==> src/rtl/pwm_speed_sequencer.sv <==
// pwm_speed_sequencer: ramps the PWM speed code toward commanded targets.
// Ports: clock/reset, cmd_* valid/ready command, pwm_enable/pwm_speed out,
// busy while ramping, at_target pulse when a command completes.
module pwm_speed_sequencer #(
  parameter int SPEED_W = 3,
  parameter int DWELL_W = 16
) (
  input  logic               clock,
  input  logic               reset,
  input  logic               cmd_valid,
  output logic               cmd_ready,
  input  logic [SPEED_W-1:0] cmd_target,
  input  logic               cmd_stop,
  input  logic [DWELL_W-1:0] cmd_dwell,
  output logic               pwm_enable,
  output logic [SPEED_W-1:0] pwm_speed,
  output logic               busy,
  output logic               at_target
);

  typedef enum logic [1:0] {
    IDLE,
    RAMP_UP,
    RAMP_DOWN,
    HOLD
  } state_t;

  state_t             state;
  logic [SPEED_W-1:0] tgt;
  logic               stop_q;
  logic [DWELL_W-1:0] dwell_q;
  logic [DWELL_W-1:0] cnt;

  logic               accept;
  logic [SPEED_W-1:0] new_tgt;
  logic [DWELL_W-1:0] new_dwell;
  logic [SPEED_W-1:0] next_speed;

  always_comb begin
    accept    = cmd_valid & cmd_ready;
    new_tgt   = cmd_stop ? '0 : cmd_target;
    new_dwell = (cmd_dwell == '0)
              ? DWELL_W'(1) : cmd_dwell;
    // Only used while ramping, where the
    // target bounds the step: no wrap.
    next_speed = (state == RAMP_UP)
               ? pwm_speed + SPEED_W'(1)
               : pwm_speed - SPEED_W'(1);
  end

  always_ff @(posedge clock) begin
    if (reset) begin
      state      <= IDLE;
      tgt        <= '0;
      stop_q     <= 1'b0;
      dwell_q    <= '0;
      cnt        <= '0;
      pwm_speed  <= '0;
      pwm_enable <= 1'b0;
      busy       <= 1'b0;
      at_target  <= 1'b0;
      cmd_ready  <= 1'b1;
    end else begin
      at_target <= 1'b0;
      unique case (state)
        IDLE, HOLD: begin
          if (accept) begin
            tgt     <= new_tgt;
            stop_q  <= cmd_stop;
            dwell_q <= new_dwell;
            cnt     <= new_dwell - DWELL_W'(1);
            if (!cmd_stop)
              pwm_enable <= 1'b1;
            unique case (1'b1)
              (new_tgt > pwm_speed): begin
                state     <= RAMP_UP;
                busy      <= 1'b1;
                cmd_ready <= 1'b0;
              end
              (new_tgt < pwm_speed): begin
                state     <= RAMP_DOWN;
                busy      <= 1'b1;
                cmd_ready <= 1'b0;
              end
              default: begin
                at_target <= 1'b1;
                if (cmd_stop) begin
                  state      <= IDLE;
                  pwm_enable <= 1'b0;
                end else begin
                  state <= HOLD;
                end
              end
            endcase
          end
        end
        RAMP_UP, RAMP_DOWN: begin
          if (cnt == '0) begin
            pwm_speed <= next_speed;
            cnt       <= dwell_q - DWELL_W'(1);
            // Completion is flagged with the
            // final step, not a cycle later.
            if (next_speed == tgt) begin
              at_target <= 1'b1;
              busy      <= 1'b0;
              cmd_ready <= 1'b1;
              if (stop_q) begin
                state      <= IDLE;
                pwm_enable <= 1'b0;
              end else begin
                state <= HOLD;
              end
            end
          end else begin
            cnt <= cnt - DWELL_W'(1);
          end
        end
      endcase
    end
  end

endmodule

==> config.mk <==
export PLATFORM = sky130hd
export DESIGN_NAME = pwm_speed_sequencer
export DESIGN_NICKNAME = d
export VERILOG_FILES = /design/src/rtl/pwm_speed_sequencer.sv
export SDC_FILE = /design/constraint.sdc
export NUM_CORES = 1
export LEC_CHECK = 0
export ABC_AREA = 0
export BUFFER_PORTS_ARGS = -buffer_cell sky130_fd_sc_hd__buf_2
export CORE_MARGIN = 3
export CORE_UTILIZATION = 60
export DETAILED_ROUTE_END_ITERATION = 7
export PLACE_DENSITY = 0.81
export REMOVE_ABC_BUFFERS = 1
export SETUP_SLACK_MARGIN = 0.15
export SLEW_MARGIN = 20
export SYNTH_ARGS = -nofsm -noshare
export SYNTH_HDL_FRONTEND = slang
export SYNTH_SLANG_ARGS = --single-unit
==> constraint.sdc <==
create_clock -name clock -period 6.2 [get_ports clock]
set_input_delay 0.31 -clock clock [delete_from_list [all_inputs] [get_ports clock]]
set_output_delay 0.31 -clock clock [all_outputs]
set_load 0.02 [all_outputs]
==> impl_metrics.json <==
{
  "outcome": "complete, no violations",
  "cts_resized": 0,
  "yosysMostFrequentCell": "nand2_1",
  "drv_cap": 0,
  "final_cells": 417,
  "setup_violations": 0,
  "ys_seq_elements": 45,
  "grt_max_degree": 48,
  "grt_util_all_layers_pct": 27.0,
  "end_kind": "register",
  "io_pins": 30,
  "path_class": "register to register",
  "wl_per_cell_um": 16.4,
  "first_global_vias": 2325,
  "synthTopCellsByArea": "dfxtp_1, nand2_1, a21oi_1",
  "yosys_warnings": 0,
  "critical_path_required_ps": 6410,
  "holdPathStages": 3,
  "synth_cells": 345,
  "r2r-start": "cnt[2]",
  "place_congestion": 0.936,
  "ys.flop_type": "dfxtp_1",
  "area.growth.synth_to_final_pct": 8.54,
  "cts_sinks": 45,
  "diodes": 0,
  "avgSynthCellArea_um2": 7.82,
  "dp.cells": 409,
  "dp_hpwl_um": 4780,
  "die_w_um": 73.0,
  "initial_utilization_pct": 64.6,
  "min_period_ps": 3260,
  "period_share_pct": 52.5,
  "drtPass1Iterations": 5,
  "drive_above_1_share_pct": 14.7,
  "seq_area_frac_synth_pct": 33.4,
  "rsz0062_at_grt": "no",
  "critPathLaunchType": "register",
  "num-nets-final": 395,
  "drc": 0,
  "cts_tree": "built",
  "final-hold-violation-count": 0,
  "io_buffer_count": 29,
  "netlist.area_leader.share_pct": 33.4,
  "worstMarginPinSlew_ps": 978,
  "drt_iter0_drc": 312,
  "die_h_um": 73.0,
  "skew_ps": 5.65,
  "utilization_pct": 70.1,
  "r2r-end": "cnt[8]",
  "min-delay-start": "cmd_dwell[15]",
  "clock_latency_ps": 300,
  "cp.arrival_ps": 3470,
  "worst_hold_path.endpoint": "dwell_q[15]",
  "cts_inserted_buffers": 5,
  "path_max_fanout": 19,
  "antenna_left": 0,
  "p_leak_nw": 1.17,
  "fin_tns_setup_ps": 0,
  "grt_overflow": 0,
  "clk_pin_slew_ps": 90,
  "root_buffer": "clkbuf_8",
  "synth_top_area_cell": "dfxtp_1",
  "worst-r2r-setup-slack_ps": 2940,
  "hold_path_class": "input pin to register",
  "slew_violations": 0,
  "async_reset_ff_share_pct": 0,
  "synth-edff-count": 0,
  "vdd_drop_max_v": 0.000384,
  "grt_first_pass_wirelength_um": 11300,
  "antenna_found_initial": 0,
  "coreArea_um2": 4170,
  "vias": 2652,
  "power_density_nw_per_um2": 514,
  "max_freq_mhz": 307,
  "synthTopCellsByCount": "nand2_1, dfxtp_1, nor2_1",
  "syn-cell-area_um2": 2700,
  "drt_wl_total_um": 6830,
  "postCtsSetupRepairBufs": 0,
  "r2r_cells": 10,
  "ctsHoldBuffers": 0,
  "routed_via_density": 6.36,
  "ys_types": 59,
  "row_count": 23,
  "relSlewSlack_pct": 34.6,
  "h-tree-depth": 2,
  "design_power_total_mw": 1.50,
  "clock_path_buffers": 2,
  "design.die.area_um2": 5330
}
[kinds of logic (layout without fill, tap and decap cells)]
| family | after synthesis | in the layout | synth area share, % |
|---|---|---|---|
| AND/OR/NAND/NOR | 144 | 144 | 25.4 |
| AO/OA/AOI/OAI | 99 | 99 | 23.9 |
| flip-flops | 45 | 45 | 33.4 |
| buffers and inverters | 26 | 48 | 5.29 |
| XOR/XNOR | 13 | 13 | 4.22 |
| multiplexers | 12 | 12 | 4.73 |
| adder cells (fa/ha/maj) | 6 | 6 | 3.06 |
[critical path, cell delays in order, from the launching register on]
cell and delay [ps]:
dfxtp_1 350, or4_1 590, nor3_4 570, a311oi_1 180
o21bai_1 220, ha_1 220, o21ai_0 250, nor2_1 220
nand2_1 190, o21ai_0 110, a311oi_1 250
[power by group]
part	internal (mW)	switching [mW]	total, mW
clock	0.132	0.102	0.234
combinational	0.311	0.498	0.808
sequential	0.378	0.0841	0.462
total	0.820	0.684	1.50
[sequential cells by signal (all words and copies together), names as in the netlist]
name	cells
state	2
pwm_speed	3
at_target	1
pwm_enable	1
cnt	16
cmd_ready	1
dwell_q	16
tgt	3
busy	1
stop_q	1
[metrics by stage]
step,hold slack (ps),worst slack (ps),instance area [um2]
floorplan,378,3140,2590
global placement,451,3130,2810
detailed placement,454,3010,2810
CTS,259,2990,2930
global route,269,2680,2930
finish,258,2940,2930
[worst max path at each step]
stage,startpoint,end,slack (ps)
after floorplan,state[1],cnt[8],3140
after global placement,cnt[15],cnt[8],3130
after detailed placement,cnt[2],cnt[8],3010
after CTS,cnt[2],cnt[8],2990
after global routing,state[1],cnt[8],2680
final,cnt[2],cnt[8],2940
[final cells by class]
class | count | area, um2
multi-input combinational | 274 | 1650
tap | 50 | 62.6
inverter | 9 | 33.8
timing repair buffer | 31 | 160
clock buffer | 7 | 86.3
sequential | 45 | 901
fill | 344 | 1250
clock inverter | 1 | 30.0
[cell usage in the layout, fill, tap and decap left out, types with 4 or more instances in the layout]
cell type,n
dfxtp_1,45
a21oi_1,31
ha_1,5
buf_2,29
o31ai_1,4
xnor2_1,8
nor3_1,5
mux2_2,6
nand2_1,58
o21ai_0,14
or4_1,4
clkbuf_8,6
a311oi_1,4
inv_1,9
or3_1,6
xor2_1,5
a31oi_1,12
nor2_1,38
nand3_1,6
a211oi_1,8
a21o_1,4
mux2i_1,6
nor4_1,6
[routing by layer]
layer  vias up  GRT usage [%]  wire [um]
li1       1283              -          -
met3         6           4.41        495
met5         -              0          0
met4         0           7.38         68
met1      1250           38.8       3180
met2       113           41.8       3090
Power figures use the tool's default switching activity.
